<file path="config.mk">
export PLATFORM = sky130hd
export DESIGN_NAME = lsu_flat
export DESIGN_NICKNAME = d
export VERILOG_FILES = /design/src/rtl/lsu_pkg.sv /design/src/rtl/lsu_if.sv /design/src/rtl/lsu_load_align.sv /design/src/rtl/lsu.sv /design/src/flat_wrapper.sv
export SDC_FILE = /design/constraint.sdc
export NUM_CORES = 1
export LEC_CHECK = 0
export ABC_CLOCK_PERIOD_IN_PS = 4690
export CORE_MARGIN = 5
export CORE_UTILIZATION = 44
export CTS_CLUSTER_DIAMETER = 150
export DETAILED_ROUTE_END_ITERATION = 16
export PLACE_DENSITY_LB_ADDON = 0.12
export SYNTH_ARGS = -nofsm -noshare
export SYNTH_HDL_FRONTEND = slang
export SYNTH_SLANG_ARGS = --single-unit
</file>
<file path="constraint.sdc">
create_clock -name clk -period 4.69 [get_ports clk]
set_input_delay 1.407 -clock clk [delete_from_list [all_inputs] [get_ports clk]]
set_output_delay 1.407 -clock clk [all_outputs]
set_load 0.02 [all_outputs]
</file>
<file path="src/rtl/lsu_pkg.sv">
// rtl/lsu_pkg.sv - RV32I load/store unit shared types, funct3 codes and byte-enable helper
package lsu_pkg;

    localparam logic [2:0] F3_LB  = 3'b000;
    localparam logic [2:0] F3_LH  = 3'b001;
    localparam logic [2:0] F3_LW  = 3'b010;
    localparam logic [2:0] F3_LBU = 3'b100;
    localparam logic [2:0] F3_LHU = 3'b101;
    localparam logic [2:0] F3_SB  = 3'b000;
    localparam logic [2:0] F3_SH  = 3'b001;
    localparam logic [2:0] F3_SW  = 3'b010;

    typedef enum logic [1:0] {
        IDLE,
        REQ,
        WAIT,
        RESP
    } lsu_state_t;

    // Stores share the low funct3 codes with loads, so one decode covers both.
    function automatic logic [3:0] lsu_byte_en(input logic [2:0] funct3, input logic [1:0] addr_lo);
        case (funct3)
            F3_LB, F3_LBU: lsu_byte_en = 4'b0001 << addr_lo;
            F3_LH, F3_LHU: lsu_byte_en = addr_lo[1] ? 4'b1100 : 4'b0011;
            default:       lsu_byte_en = 4'b1111;
        endcase
    endfunction

endpackage

</file>
<file path="src/rtl/lsu_if.sv">
// rtl/lsu_if.sv - word-addressed data memory bus between the LSU (master) and memory (slave)
interface lsu_if;

    logic        mem_req;
    logic        mem_we;
    logic [31:0] mem_addr;
    logic [3:0]  mem_be;
    logic [31:0] mem_wdata;
    logic        mem_gnt;
    logic        mem_rvalid;
    logic [31:0] mem_rdata;

    modport master (
        output mem_req, mem_we, mem_addr, mem_be, mem_wdata,
        input  mem_gnt, mem_rvalid, mem_rdata
    );

    modport slave (
        input  mem_req, mem_we, mem_addr, mem_be, mem_wdata,
        output mem_gnt, mem_rvalid, mem_rdata
    );

endinterface

</file>
<file path="src/rtl/lsu_load_align.sv">
// rtl/lsu_load_align.sv - selects the addressed byte/halfword lane of a read word and extends it
module lsu_load_align
    import lsu_pkg::*;
(
    input  logic [2:0]  funct3,
    input  logic [1:0]  addr_lo,
    input  logic [31:0] rdata,
    output logic [31:0] data
);

    logic [7:0]  lane_b;
    logic [15:0] lane_h;

    always_comb begin
        lane_b = rdata[7:0];
        case (addr_lo)
            2'd0:    lane_b = rdata[7:0];
            2'd1:    lane_b = rdata[15:8];
            2'd2:    lane_b = rdata[23:16];
            default: lane_b = rdata[31:24];
        endcase
        lane_h = addr_lo[1] ? rdata[31:16] : rdata[15:0];

        case (funct3)
            F3_LB:   data = {{24{lane_b[7]}}, lane_b};
            F3_LBU:  data = {24'h0, lane_b};
            F3_LH:   data = {{16{lane_h[15]}}, lane_h};
            F3_LHU:  data = {16'h0, lane_h};
            default: data = rdata;
        endcase
    end

endmodule

</file>
<file path="src/rtl/lsu.sv">
// rtl/lsu.sv - RV32I load/store unit: one outstanding access, request/grant/rvalid memory bus
// Optional LSU_MISALIGN_TRAP_EN: reject misaligned halfword/word accesses instead of masking low bits.
module lsu
    import lsu_pkg::*;
(
    input  logic        clk,
    input  logic        reset,
    input  logic        req_valid,
    output logic        req_ready,
    input  logic        req_we,
    input  logic [2:0]  req_funct3,
    input  logic [31:0] req_addr,
    input  logic [31:0] req_wdata,
    output logic        rsp_valid,
    output logic [31:0] rsp_rdata,
    output logic        rsp_err,
    lsu_if.master       mem
);

    lsu_state_t  state;
    logic        we_q;
    logic [2:0]  funct3_q;
    logic [1:0]  addr_lo_q;
    logic        legal;
    logic [31:0] store_lanes;
    logic [31:0] load_data;

    always_comb begin
        case (req_funct3)
            F3_LB, F3_LH, F3_LW: legal = 1'b1;
            F3_LBU, F3_LHU:      legal = !req_we;
            default:             legal = 1'b0;
        endcase
`ifdef LSU_MISALIGN_TRAP_EN
        if ((req_funct3 == F3_LH || req_funct3 == F3_LHU) && req_addr[0])
            legal = 1'b0;
        if (req_funct3 == F3_LW && req_addr[1:0] != 2'b00)
            legal = 1'b0;
`endif
    end

    always_comb begin
        case (req_funct3)
            F3_SB:   store_lanes = {4{req_wdata[7:0]}};
            F3_SH:   store_lanes = {2{req_wdata[15:0]}};
            default: store_lanes = req_wdata;
        endcase
    end

    lsu_load_align u_load_align (
        .funct3  (funct3_q),
        .addr_lo (addr_lo_q),
        .rdata   (mem.mem_rdata),
        .data    (load_data)
    );

    always_ff @(posedge clk or posedge reset) begin
        if (reset) begin
            state         <= IDLE;
            req_ready     <= 1'b1;
            rsp_valid     <= 1'b0;
            rsp_err       <= 1'b0;
            rsp_rdata     <= 32'h0;
            we_q          <= 1'b0;
            funct3_q      <= 3'b000;
            addr_lo_q     <= 2'b00;
            mem.mem_req   <= 1'b0;
            mem.mem_we    <= 1'b0;
            mem.mem_be    <= 4'b0000;
            mem.mem_addr  <= 32'h0;
            mem.mem_wdata <= 32'h0;
        end else begin
            rsp_valid <= 1'b0;
            case (state)
                IDLE: begin
                    if (req_valid && req_ready) begin
                        req_ready <= 1'b0;
                        we_q      <= req_we;
                        funct3_q  <= req_funct3;
                        addr_lo_q <= req_addr[1:0];
                        if (legal) begin
                            state         <= REQ;
                            mem.mem_req   <= 1'b1;
                            mem.mem_we    <= req_we;
                            mem.mem_be    <= lsu_byte_en(req_funct3, req_addr[1:0]);
                            mem.mem_addr  <= {req_addr[31:2], 2'b00};
                            mem.mem_wdata <= store_lanes;
                        end else begin
                            // Rejected accesses never touch the bus.
                            state     <= RESP;
                            rsp_valid <= 1'b1;
                            rsp_err   <= 1'b1;
                            rsp_rdata <= 32'h0;
                        end
                    end
                end
                REQ: begin
                    if (mem.mem_gnt) begin
                        mem.mem_req <= 1'b0;
                        mem.mem_we  <= 1'b0;
                        mem.mem_be  <= 4'b0000;
                        if (we_q) begin
                            state     <= RESP;
                            rsp_valid <= 1'b1;
                            rsp_err   <= 1'b0;
                            rsp_rdata <= 32'h0;
                        end else begin
                            state <= WAIT;
                        end
                    end
                end
                WAIT: begin
                    if (mem.mem_rvalid) begin
                        state     <= RESP;
                        rsp_valid <= 1'b1;
                        rsp_err   <= 1'b0;
                        rsp_rdata <= load_data;
                    end
                end
                RESP: begin
                    state     <= IDLE;
                    req_ready <= 1'b1;
                end
                default: begin
                    state     <= IDLE;
                    req_ready <= 1'b1;
                end
            endcase
        end
    end

endmodule

</file>
<file path="src/flat_wrapper.sv">
// flat-port wrapper written by rule: the top's interface ports become plain ports
module lsu_flat import lsu_pkg::*;
  (clk, reset, req_valid, req_ready, req_we, req_funct3, req_addr, req_wdata, rsp_valid, rsp_rdata, rsp_err, mem_mem_req, mem_mem_we, mem_mem_addr, mem_mem_be, mem_mem_wdata, mem_mem_gnt, mem_mem_rvalid, mem_mem_rdata);
  lsu_if mem_i ();
  input  logic clk;
  input  logic reset;
  input  logic req_valid;
  output logic req_ready;
  input  logic req_we;
  input  logic [2:0] req_funct3;
  input  logic [31:0] req_addr;
  input  logic [31:0] req_wdata;
  output logic rsp_valid;
  output logic [31:0] rsp_rdata;
  output logic rsp_err;
  output wire logic [$bits(mem_i.mem_req)-1:0] mem_mem_req;
  output wire logic [$bits(mem_i.mem_we)-1:0] mem_mem_we;
  output wire logic [$bits(mem_i.mem_addr)-1:0] mem_mem_addr;
  output wire logic [$bits(mem_i.mem_be)-1:0] mem_mem_be;
  output wire logic [$bits(mem_i.mem_wdata)-1:0] mem_mem_wdata;
  input wire logic [$bits(mem_i.mem_gnt)-1:0] mem_mem_gnt;
  input wire logic [$bits(mem_i.mem_rvalid)-1:0] mem_mem_rvalid;
  input wire logic [$bits(mem_i.mem_rdata)-1:0] mem_mem_rdata;
  assign mem_mem_req = mem_i.mem_req;
  assign mem_mem_we = mem_i.mem_we;
  assign mem_mem_addr = mem_i.mem_addr;
  assign mem_mem_be = mem_i.mem_be;
  assign mem_mem_wdata = mem_i.mem_wdata;
  assign mem_i.mem_gnt = mem_mem_gnt;
  assign mem_i.mem_rvalid = mem_mem_rvalid;
  assign mem_i.mem_rdata = mem_mem_rdata;
  lsu u_core (.clk(clk), .reset(reset), .req_valid(req_valid), .req_ready(req_ready), .req_we(req_we), .req_funct3(req_funct3), .req_addr(req_addr), .req_wdata(req_wdata), .rsp_valid(rsp_valid), .rsp_rdata(rsp_rdata), .rsp_err(rsp_err), .mem(mem_i));
endmodule
</file>
Yosys cells after proc, flatten, opt, wreduce, memory -nomap -nowiden --
Index checks and enable logic that the tools add are counted.
Operators by class: reductions and logical operators 19, muxes and demuxes 44, equal/unequal tests 18, shift-type cells 1
Operators with widths (count):
- two-way mux 32 bit | 5
- one-hot mux 32 bit (4 select lines) | 1
- one-hot mux 32 bit (3 select lines) | 1
- one-hot mux 32 bit (2 select lines) | 1
- one-hot mux 8 bit (3 select lines) | 1
- two-way mux 1 bit | 17
- two-way mux 16 bit | 1
- two-way mux 4 bit | 4
- one-hot mux 4 bit (2 select lines) | 2
- equality test 3 bit, second input constant | 4
- two-way mux 2 bit | 4
- one-hot mux 1 bit (2 select lines) | 4
- one-hot mux 2 bit (4 select lines) | 1
- equality test 2 bit, second input constant | 3
- equality test 3 x 1 -> 1 bit, second input constant | 2
- zero test 3 bit | 2
- != test 2 x 1 -> 1 bit, second input constant | 3
- != test 2 bit, second input constant | 3
- one-hot mux 1 bit (3 select lines) | 2
- AND reduction 3 bit | 2
- AND reduction 6 bit | 1
- OR reduction 2 bit | 3
- equality test 2 x 1 -> 1 bit, second input constant | 2
- zero test 2 bit | 2
- 9 further kinds | 11
Word-level totals: register bits after elaboration 111, word-level logic and storage cells 95, input bits 105, output and inout bits 105

Depth between registers and ports, before layout --
Gate-level depths: netlist of run 1.
depth after elaboration 6, depth in mapped cells 8

By module --
From an unflattened synthesis of run 1, not the netlist that was laid out.
Second synthesis, totals: cells, all modules 556, area, all modules 5928.2 um2
By module, submodules not included:
- lsu | cells an instance 423, area an instance 4958.5 um2, instances 1, seq. area each 2778.9 um2
- lsu_load_align | cells an instance 133, area an instance 969.7 um2, instances 1, seq. area each 0.0 um2

Worst setup path after synthesis of run 1 --
OpenSTA, ideal clock, no wires.
kind in2reg, start input port req_funct3[1], end register u_core.mem.mem_wdata[0], stages on the path 6, slack 1.859 ns, arrival time 2.707 ns, path buffers 3, cells stage by stage buf_2 o21ai_1 nand4_1 clkbuf_1 buf_2 mux2_2
On the way: cells in the longest elaborated chain, start to end 4
Ends and longest elaborated chain:
- start: declaration | RTL line flat_wrapper.sv:10 | input logic [2:0] req_funct3;
- equality test 3 x 2 -> 1 bit (tied with other cells) | RTL line lsu.sv:29 | case (req_funct3)
- OR reduction 3 bit / OR reduction 2 bit (equally long branches) | RTL line lsu.sv:29
- one-hot mux 1 bit (2 select lines) (*) | RTL line lsu.sv:29
- AND reduction 3 bit (no source line) (*)
- end signal: assignment | RTL line lsu.sv:87 | mem.mem_wdata <= store_lanes;
- end: declaration | RTL line lsu_if.sv:14 | output mem_req, mem_we, mem_addr, mem_be, mem_wdata,
Mark *: on every way between the ends. The rest lies on a longest branch, timed or not. A chain may end at the register's enable or synchronous reset.

Worst setup path in the final report of run 1 --
start input port req_valid, end register u_core.rsp_rdata[18]
On the way: cells in the longest elaborated chain, start to end 3
Ends and longest elaborated chain:
- start: declaration | RTL line flat_wrapper.sv:7 | input logic req_valid;
- logical AND 1 bit | RTL line lsu.sv:76 | if (req_valid && req_ready) begin
- != test 2 x 1 -> 1 bit (no source line)
- AND reduction 6 bit (no source line)
- end signal: assignment | RTL line lsu.sv:117 | rsp_rdata <= load_data;
- end: declaration | RTL line lsu.sv:15 | output logic [31:0] rsp_rdata,
No other way between the ends.

==> impl_metrics.env, run 1 <==
export IMPL_dieArea_um2=14370
export IMPL_grt_max_degree=87
export IMPL_grt_first_pass_wirelength_um=24370
export IMPL_stdcell_area_um2=7784
export IMPL_coreArea_um2=11910
export IMPL_utilization_pct=65.35
export IMPL_clock_sinks=111
export IMPL_port_buffers=207
export IMPL_crit_path_end_kind="flip-flop"
export IMPL_outcome="finished clean"
export IMPL_ant_nets=0
export IMPL_async_flop_share_pct=100.0
export IMPL_skew_ns=0.008591
export IMPL_final_net_count=770
export IMPL_hp_class="flip-flop to flip-flop"
export IMPL_hold_violations=0
export IMPL_ys_types=47
export IMPL_layout_min_cycle_time_ns=3.284
export IMPL_root_buffer="clkbuf_16"
export IMPL_slew_violations=0
export IMPL_pwr_density_cell_nw_per_um2=659.1
export IMPL_vias=4466
export IMPL_start_kind="primary input"
export IMPL_yosysTopAreaCell="dfrtp_1"
export IMPL_min_delay_start="u_core.mem.mem_wdata[12]$_DFFE_PP0P_"
export IMPL_numCtsBuffers=9
export IMPL_area_delta_synth_final_pct=46.48
export IMPL_synth_compound_area_share_pct=14.98
export IMPL_start_util_pct=44.61
export IMPL_ys_flop_type="dfrtp_1"
export IMPL_rsz0062_at_grt="no"
export IMPL_rr_worst_depth=6
export IMPL_p_leak_nw=3.319
export IMPL_antenna_found_initial=0
export IMPL_synthMuxAreaShare_pct=16.51
export IMPL_r2r_end="u_core.rsp_rdata[18]$_DFFE_PP0P_"
export IMPL_finalSetupViolCount=0
export IMPL_worstReg2RegStart="u_core.state[1]$_DFFE_PP0P_"
export IMPL_synthSimpleGateAreaFrac_pct=10.76
export IMPL_worstPathRequired_ns=4.97
export IMPL_maxCapViolations=0
export IMPL_tns_ns=0
export IMPL_drtIter0Drc=408
export IMPL_reg2reg_slack_ns=2.10
export IMPL_synth_top_area_share_pct=51.80
export IMPL_relSlewSlack_pct=27.63
export IMPL_rows=40
export IMPL_clkSlewWorstSetupHoldPaths_ns=0.07
export IMPL_min_to="u_core.mem.mem_wdata[12]$_DFFE_PP0P_"
export IMPL_drive_gt1_share_pct=11.43
export IMPL_grt_use_total_pct=21.24
export IMPL_syn_area_per_cell_um2=11.43
export IMPL_synthCells=465
export IMPL_drc=0
export IMPL_seq_area_frac_synth_pct=52.30
export IMPL_synth_xor_area_share_pct=0
export IMPL_dr_pass1_iters=6
export IMPL_clock_path_buffers=2
export IMPL_synthTopCellsByCount="dfrtp_1, o21ai_0, mux2_2, nand2_1, mux2i_1"
export IMPL_postCtsResizedCells=0
export IMPL_ys_top_cells_by_area="dfrtp_1, mux2_2, mux2i_1"
export IMPL_cts_hold_buf=0
export IMPL_synth_edff_count=0
export IMPL_die_w_um=119.9
export IMPL_syn_area_um2=5314
export IMPL_critPathKind="primary input to flip-flop"
export IMPL_ys_seq_elements=111
export IMPL_dp_final_hpwl_um=11150
export IMPL_timing_final_crit_share_pct=70.02
export IMPL_ys_warn_count=0
export IMPL_arrival_ns=3.57
export IMPL_cts_tree="yes"
export IMPL_max_freq_mhz=304.5
export IMPL_die_h_um=119.9
export IMPL_gp_congestion=0.8264
export IMPL_grt_pass1_vias=4649
export IMPL_yosys_area_share_adder_pct=1.177
export IMPL_synth_top_family_by_area="multiplexers"
export IMPL_clk_latency_ns=0.35
export IMPL_ir_worst_vdd_mv=0.3270
export IMPL_wl_per_cell_um=18.73
export IMPL_antennaDiodeCount=0
export IMPL_vias_per_cell=5.500
export IMPL_ios=210
export IMPL_htree_levels=3
export IMPL_synth_most_common_cell="dfrtp_1"
export IMPL_critPathMaxFanout=16
export IMPL_wl_um=15210
export IMPL_cts_setup_buffers=0
export IMPL_power_total_mw=5.130
export IMPL_grt_overflow=0
export IMPL_worstMarginPinSlew_ns=1.085
export IMPL_placed_area_um2=7491
export IMPL_hold_depth=2
==> registers in the layout, indices dropped and copies added (netlist names), 2 cells and up <==
name / flops
u_core.rsp_rdata: 32
u_core.mem.mem_be: 4
u_core.state: 2
u_core.addr_lo_q: 2
u_core.mem.mem_addr: 30
u_core.mem.mem_wdata: 32
u_core.funct3_q: 3
==> critical path: stages <==
cell,delay (ns)
clkdlybuf4s50_1,0.54
a21boi_4,0.08
or4_4,0.56
a211oi_4,0.67
a32o_1,0.30
==> metal layers <==
layer	up-vias	track usage [%]	wire (µm)
li1	2066	-	-
met1	2193	25.34	5799
met2	183	35.10	7624
met3	24	8.106	1469
met4	0	7.659	318
met5	-	0	0
==> worst max-delay path by stage <==
stage                       from                               end  slack, ns  depth (start not counted)
2_1_floorplan              reset   u_core.addr_lo_q[0]$_DFFE_PP0P_       0.35                          1
4_1_cts                req_valid  u_core.rsp_rdata[18]$_DFFE_PP0P_       1.45                          5
3_5_place_dp           req_valid  u_core.rsp_rdata[18]$_DFFE_PP0P_       1.08                          5
6_report               req_valid  u_core.rsp_rdata[18]$_DFFE_PP0P_       1.41                          5
5_1_grt        mem_mem_rdata[15]  u_core.rsp_rdata[11]$_DFFE_PP0P_       1.29                          5
3_3_place_gp           req_valid  u_core.rsp_rdata[24]$_DFFE_PP0P_       1.16                          5
==> cell type report <==
class                      count  area, µm²
sequential                   111       2779
inverter                      19      73.82
clock buffer                  13      250.2
multi-input combinational    305       2317
tap                          147      183.9
timing repair buffer         214       2137
clock inverter                 3      42.54
fill                         994       4128
==> cells by family (layout without fill, tap and decap cells) <==
| logic type | count (synthesis) | in the layout |
|---|---|---|
| AO/OA/AOI/OAI | 113 | 113 |
| adder cells (fa/ha/maj) | 5 | 5 |
| buffers and inverters | 50 | 249 |
| flip-flops | 111 | 111 |
| multiplexers | 82 | 82 |
| other | 1 | 2 |
| AND/OR/NAND/NOR | 103 | 103 |
==> report_power, final <==
group	switching (mW)	internal [mW]	total [mW]	leakage, nW
Sequential	0.310	1.40	1.71	1.42
Clock	0.343	0.429	0.773	0.140
Combinational	1.37	1.27	2.65	1.76
Total	2.03	3.10	5.13	3.32
==> cells in the final DEF (no fill, tap or decap), drive strengths merged, types with 2 or more instances in the layout <==
cell           Yosys  layout
nor3               3       3
nand4              4       4
dfrtp            110     110
clkbuf            14      13
mux2i             37      37
a32o              24      24
ha                 5       5
o211ai             4       4
a21oi             10      10
nand2             41      41
nor2               3       3
o21ai             50      50
mux2              45      45
a22o               8       8
or2                2       2
a31oi              2       2
a222oi             4       4
or3                4       4
nor2b              7       7
clkdlybuf4s50      0     207
conb               1       2
inv               19      19
nand2b            28      28
o22ai              5       5
nand3              3       3
buf               17       7
==> metrics by stage <==
| step | hold slack, ns | setup slack [ns] | cells |
|---|---|---|---|
| after floorplan | 0.4899 | 0.3540 | 466 |
| after global routing | 0.5232 | 1.288 | 812 |
| after CTS | 0.4890 | 1.453 | 812 |
| after detailed placement | 0.4731 | 1.083 | 796 |
| final | 0.4818 | 1.406 | 812 |
| after global placement | 0.4631 | 1.165 | 796 |
No activity file was read; power rests on OpenSTA's default activity.
==> inputs of run 2 (changes only) <==
--- a/config.mk
+++ b/config.mk
@@ -5,9 +5,9 @@
 export SDC_FILE = /design/constraint.sdc
 export NUM_CORES = 1
 export LEC_CHECK = 0
-export ABC_CLOCK_PERIOD_IN_PS = 4690
+export ABC_CLOCK_PERIOD_IN_PS = 3000
 export CORE_MARGIN = 5
-export CORE_UTILIZATION = 44
+export CORE_UTILIZATION = 40
 export CTS_CLUSTER_DIAMETER = 150
 export DETAILED_ROUTE_END_ITERATION = 16
 export PLACE_DENSITY_LB_ADDON = 0.12
==> constraint.sdc (replaced) <==
create_clock -name clk -period 3 [get_ports clk]
set_input_delay 0.9 -clock clk [delete_from_list [all_inputs] [get_ports clk]]
set_output_delay 0.9 -clock clk [all_outputs]
set_load 0.02 [all_outputs]
==> impl_metrics.env, run 2 (synthesis results as in run 1) <==
export IMPL_layout_cells_non_filler=848
export IMPL_clkSlewWorstSetupHoldPaths_ns=0.07
export IMPL_htree_levels=3
export IMPL_wl_um=15380
export IMPL_r2r_end="u_core.rsp_rdata[4]$_DFFE_PP0P_"
export IMPL_ios=210
export IMPL_arrival_ns=2.71
export IMPL_die_h_um=125.3
export IMPL_outcome="finished clean"
export IMPL_grt_overflow=0
export IMPL_clk_latency_ns=0.35
export IMPL_grt_pass1_vias=4656
export IMPL_ir_worst_vdd_mv=0.5688
export IMPL_cts_setup_buffers=0
export IMPL_relSlewSlack_pct=40.03
export IMPL_grt_first_pass_wirelength_um=25020
export IMPL_clock_sinks=111
export IMPL_start_kind="primary input"
export IMPL_ant_nets=0
export IMPL_worstMarginPinSlew_ns=0.8871
export IMPL_layout_commonest_cell="clkdlybuf4s50_1"
export IMPL_final_cell_mix="clkdlybuf4s50_1, dfrtp_1, o21ai_0"
export IMPL_final_net_count=777
export IMPL_antennaDiodeCount=0
export IMPL_dieArea_um2=15690
export IMPL_drive_gt1_share_pct=12.65
export IMPL_rows=42
export IMPL_start_util_pct=40.45
export IMPL_worstReg2RegStart="u_core.state[0]$_DFFE_PP0P_"
export IMPL_gp_congestion=0.8733
export IMPL_vias_per_cell=5.185
export IMPL_max_freq_mhz=405.0
export IMPL_skew_ns=0.009203
export IMPL_maxCapViolations=0
export IMPL_endpoint="u_core.rsp_rdata[4]$_DFFE_PP0P_"
export IMPL_critPathKind="primary input to flip-flop"
export IMPL_grt_use_total_pct=19.74
export IMPL_cts_hold_buf=0
export IMPL_clock_path_buffers=2
export IMPL_numCtsBuffers=9
export IMPL_rsz0062_at_grt="no"
export IMPL_reg_largest_list="u_core.mem.mem_wdata (32), u_core.rsp_rdata (32), u_core.mem.mem_addr (30)"
export IMPL_crit_start="req_valid"
export IMPL_p_leak_nw=3.369
export IMPL_hp_class="flip-flop to flip-flop"
export IMPL_tns_ns=0
export IMPL_drc=0
export IMPL_antenna_found_initial=0
export IMPL_cts_tree="yes"
export IMPL_reg2reg_slack_ns=0.75
export IMPL_grt_max_degree=87
export IMPL_root_buffer="clkbuf_16"
export IMPL_vias=4397
export IMPL_dr_pass1_iters=7
export IMPL_finalSetupViolCount=0
export IMPL_timing_final_crit_share_pct=82.30
export IMPL_critPathMaxFanout=33
export IMPL_rr_worst_depth=7
export IMPL_coreArea_um2=13140
export IMPL_layout_min_cycle_time_ns=2.469
export IMPL_wl_per_cell_um=18.14
export IMPL_n_fill_cell=1092
export IMPL_drtIter0Drc=184
export IMPL_pwr_density_cell_nw_per_um2=1031
export IMPL_hold_violations=0
export IMPL_crit_path_end_kind="flip-flop"
export IMPL_slew_violations=0
export IMPL_worstPathRequired_ns=3.24
export IMPL_port_buffers=207
export IMPL_postCtsResizedCells=0
export IMPL_die_w_um=125.3
export IMPL_area_delta_synth_final_pct=49.21
export IMPL_dp_cells=832
export IMPL_dp_final_hpwl_um=11310
==> run 2: how the worst min path moves through the flow <==
stage                                    startpoint                              endpoint  cells after the start
3_5_place_dp   u_core.mem.mem_wdata[15]$_DFFE_PP0P_  u_core.mem.mem_wdata[15]$_DFFE_PP0P_                      2
5_1_grt        u_core.mem.mem_wdata[23]$_DFFE_PP0P_  u_core.mem.mem_wdata[23]$_DFFE_PP0P_                      2
4_1_cts        u_core.mem.mem_wdata[15]$_DFFE_PP0P_  u_core.mem.mem_wdata[15]$_DFFE_PP0P_                      2
3_3_place_gp   u_core.mem.mem_wdata[23]$_DFFE_PP0P_  u_core.mem.mem_wdata[23]$_DFFE_PP0P_                      2
6_report       u_core.mem.mem_wdata[15]$_DFFE_PP0P_  u_core.mem.mem_wdata[15]$_DFFE_PP0P_                      2
2_1_floorplan               u_core.we_q$_DFFE_PP0P_               u_core.we_q$_DFFE_PP0P_                      2
==> run 2: through the flow <==
step | worst slack, ns | instance area (µm²) | total power, mW | hold slack (ns) | utilization (%)
3_3_place_gp | 0.2015 | 7619 | 6.871 | 0.4623 | 57.99
5_1_grt | 0.4856 | 7929 | 8.682 | 0.4996 | 60.35
4_1_cts | 0.5388 | 7929 | 8.256 | 0.4859 | 60.35
2_1_floorplan | 0.6756 | 5321 | 4.981 | 0.4899 | -
3_5_place_dp | 0.1731 | 7619 | 6.967 | 0.4691 | 57.99
6_report | 0.5311 | 7929 | 8.173 | 0.4804 | 60.35
==> run 2: final cells by class <==
class                      instances  area (µm²)  area share, %
clock buffer                      12       256.5          3.235
clock inverter                     4       53.80         0.6786
inverter                          19       75.07         0.9468
multi-input combinational        305        2317          29.23
sequential                       111        2779          35.05
tap                              176       220.2          2.777
timing repair buffer             221        2227          28.09
==> run 2: critical path: stages <==
cell and delay [ns]:
clkdlybuf4s50_1 0.56, a21boi_4 0.08, or4_4 0.56, nand3b_4 0.19
buf_12 0.17, a22o_1 0.23
==> run 2: report_power, final <==
part           internal [mW]  switching (mW)  leakage (nW)  total, mW
combinational           2.08            2.23          1.80       4.31
clock                  0.696           0.552         0.145       1.25
sequential              2.19           0.429          1.42       2.62
==> run 2: routing by layer <==
layer  vias to the layer above  track usage (%)  wire length [µm]
li1                       2081                -                 -
met1                      2125            23.61              6047
met2                       171            32.58              7525
met3                        20            8.188              1555
met4                         0            6.122               255
met5                         -                0                 0
==> inputs of run 3 (changes only) <==
--- a/config.mk
+++ b/config.mk
@@ -5,7 +5,7 @@
 export SDC_FILE = /design/constraint.sdc
 export NUM_CORES = 1
 export LEC_CHECK = 0
-export ABC_CLOCK_PERIOD_IN_PS = 3000
+export ABC_CLOCK_PERIOD_IN_PS = 2150
 export CORE_MARGIN = 5
 export CORE_UTILIZATION = 40
 export CTS_CLUSTER_DIAMETER = 150
==> constraint.sdc (replaced) <==
create_clock -name clk -period 2.15 [get_ports clk]
set_input_delay 0.645 -clock clk [delete_from_list [all_inputs] [get_ports clk]]
set_output_delay 0.645 -clock clk [all_outputs]
set_load 0.02 [all_outputs]
==> impl_metrics.env, run 3 (synthesis results as in run 1) <==
export IMPL_outcome="finished clean"
export IMPL_grt_max_degree=44
export IMPL_gp_congestion=0.8599
export IMPL_clock_sinks=111
export IMPL_ios=210
export IMPL_dr_pass1_iters=5
export IMPL_rows=42
export IMPL_worst_path_max_delay_cell="or4_4"
export IMPL_root_buffer="clkbuf_16"
export IMPL_hold_violations=0
export IMPL_slew_violations=0
export IMPL_crit_path_end_kind="flip-flop"
export IMPL_path_cells="clkdlybuf4s50_1 > nor2b_1 > or4_4 > nand3b_4 > buf_12 > a22o_1"
export IMPL_power_total_mw=11.74
export IMPL_drtIter0Drc=205
export IMPL_p_leak_nw=3.508
export IMPL_reg_largest_list="u_core.mem.mem_wdata (32), u_core.rsp_rdata (32), u_core.mem.mem_addr (30)"
export IMPL_die_h_um=125.3
export IMPL_ir_worst_vdd_mv=0.9054
export IMPL_critPathMaxFanout=33
export IMPL_holdWs_ns=0.4823
export IMPL_critPathKind="primary input to flip-flop"
export IMPL_critical_path_max_stage_delay_ns=0.53
export IMPL_final_cell_mix="clkdlybuf4s50_1, dfrtp_1, o21ai_0"
export IMPL_drive_gt1_share_pct=15.80
export IMPL_numCtsBuffers=9
export IMPL_die_w_um=125.3
export IMPL_reg2reg_slack_ns=0.11
export IMPL_pwr_density_cell_nw_per_um2=1437
export IMPL_antenna_found_initial=0
export IMPL_grt_overflow=0
export IMPL_grt_first_pass_wirelength_um=25840
export IMPL_dieArea_um2=15690
export IMPL_vias=4450
export IMPL_layout_min_cycle_time_ns=2.099
export IMPL_clkSlewWorstSetupHoldPaths_ns=0.07
export IMPL_worstPathRequired_ns=2.39
export IMPL_worstMarginPinSlew_ns=0.6465
export IMPL_relSlewSlack_pct=56.90
export IMPL_start_util_pct=40.45
export IMPL_rsz0062_at_grt="no"
export IMPL_worstReg2RegStart="u_core.state[1]$_DFFE_PP0P_"
export IMPL_crit_start="mem_mem_gnt"
export IMPL_coreArea_um2=13140
export IMPL_area_delta_synth_final_pct=53.78
export IMPL_maxCapViolations=0
export IMPL_grt_pass1_vias=4820
export IMPL_drc=0
export IMPL_ant_nets=0
export IMPL_wl_um=15780
export IMPL_skew_ns=0.006963
export IMPL_hp_class="flip-flop to flip-flop"
export IMPL_cp_depth=6
export IMPL_grt_use_total_pct=20.51
export IMPL_finalSetupViolCount=0
export IMPL_antennaDiodeCount=0
export IMPL_timing_final_crit_share_pct=97.63
export IMPL_vias_per_cell=5.103
export IMPL_final_net_count=801
export IMPL_htree_levels=3
export IMPL_rr_worst_depth=7
export IMPL_clock_path_buffers=2
export IMPL_crit_buf_inv=2
export IMPL_port_buffers=207
export IMPL_layout_commonest_cell="clkdlybuf4s50_1"
export IMPL_cts_hold_buf=0
export IMPL_endpoint="u_core.rsp_rdata[2]$_DFFE_PP0P_"
export IMPL_r2r_end="u_core.rsp_rdata[2]$_DFFE_PP0P_"
export IMPL_arrival_ns=2.34
export IMPL_path_delay_family="simple AND/OR/NAND/NOR gates"
export IMPL_clk_latency_ns=0.35
export IMPL_max_freq_mhz=476.4
export IMPL_start_kind="primary input"
export IMPL_cts_tree="yes"
export IMPL_dp_final_hpwl_um=11590
export IMPL_wl_per_cell_um=18.09
-- run 3: worst reg2reg max path: stages, from the launching register on --
cell      delay [ns]
dfrtp_1         0.35
inv_1           0.08
ha_2            0.19
nor2b_1         0.13
or4_4           0.56
nand3b_4        0.19
buf_12          0.18
a22o_1          0.25
-- run 3: where the power goes --
part,switching (mW),total [mW],leakage [nW],internal (mW)
Sequential,0.588,3.64,1.42,3.05
Combinational,3.19,6.32,1.94,3.13
Clock,0.763,1.78,0.148,1.02
Total,4.54,11.7,3.51,7.20
-- run 3: how the worst min path moves through the flow --
stage	start	endpoint	slack, ns	cells after the start
2_1_floorplan	u_core.we_q$_DFFE_PP0P_	u_core.we_q$_DFFE_PP0P_	0.49	2
3_3_place_gp	u_core.mem.mem_wdata[23]$_DFFE_PP0P_	u_core.mem.mem_wdata[23]$_DFFE_PP0P_	0.46	2
3_5_place_dp	u_core.mem.mem_wdata[25]$_DFFE_PP0P_	u_core.mem.mem_wdata[25]$_DFFE_PP0P_	0.47	2
4_1_cts	u_core.mem.mem_wdata[25]$_DFFE_PP0P_	u_core.mem.mem_wdata[25]$_DFFE_PP0P_	0.49	2
5_1_grt	u_core.mem.mem_wdata[17]$_DFFE_PP0P_	u_core.mem.mem_wdata[17]$_DFFE_PP0P_	0.51	2
6_report	u_core.mem.mem_wdata[19]$_DFFE_PP0P_	u_core.mem.mem_wdata[19]$_DFFE_PP0P_	0.48	2
-- run 3: cell type report --
type | count | area (µm²)
Clock buffer | 10 | 229.0
Clock inverter | 6 | 85.08
Fill cell | 1103 | 4966
Inverter | 19 | 75.07
Multi-Input combinational cell | 305 | 2320
Sequential cell | 111 | 2779
Tap cell | 176 | 220.2
Timing Repair Buffer | 245 | 2464
-- run 3: per-stage QoR --
| stage | cells | TNS [ns] | setup WS, ns | util (%) | instance area (µm²) |
|---|---|---|---|---|---|
| after floorplan | 466 | 0 | 0.08060 | - | 5321 |
| after global placement | 853 | -28.78 | -0.5130 | 59.38 | 7801 |
| after detailed placement | 853 | -31.54 | -0.5781 | 59.38 | 7801 |
| after CTS | 871 | 0 | 0.01820 | 62.16 | 8167 |
| after global routing | 872 | 0 | 0.001505 | 62.20 | 8172 |
| final | 872 | 0 | 0.05103 | 62.20 | 8172 |
-- run 3: metal layers --
| layer | vias up | global-route usage [%] | part of all wire [%] |
|---|---|---|---|
| li1 | 2124 | - | - |
| met1 | 2153 | 24.89 | 40 |
| met2 | 153 | 33.63 | 49 |
| met3 | 20 | 8.486 | 9.5 |
| met4 | 0 | 6.059 | 1.5 |
| met5 | - | 0 | 0 |
-- run 3: repair_timing --
item / 4_1_cts / 5_1_grt
resized for setup: 1 / 2
setup endpoints to repair: 55 / 73
pin swaps: 1 / 1
setup buffers: 1 / 1
hold endpoints to repair: 0 / 0
gates cloned: 1 / 0
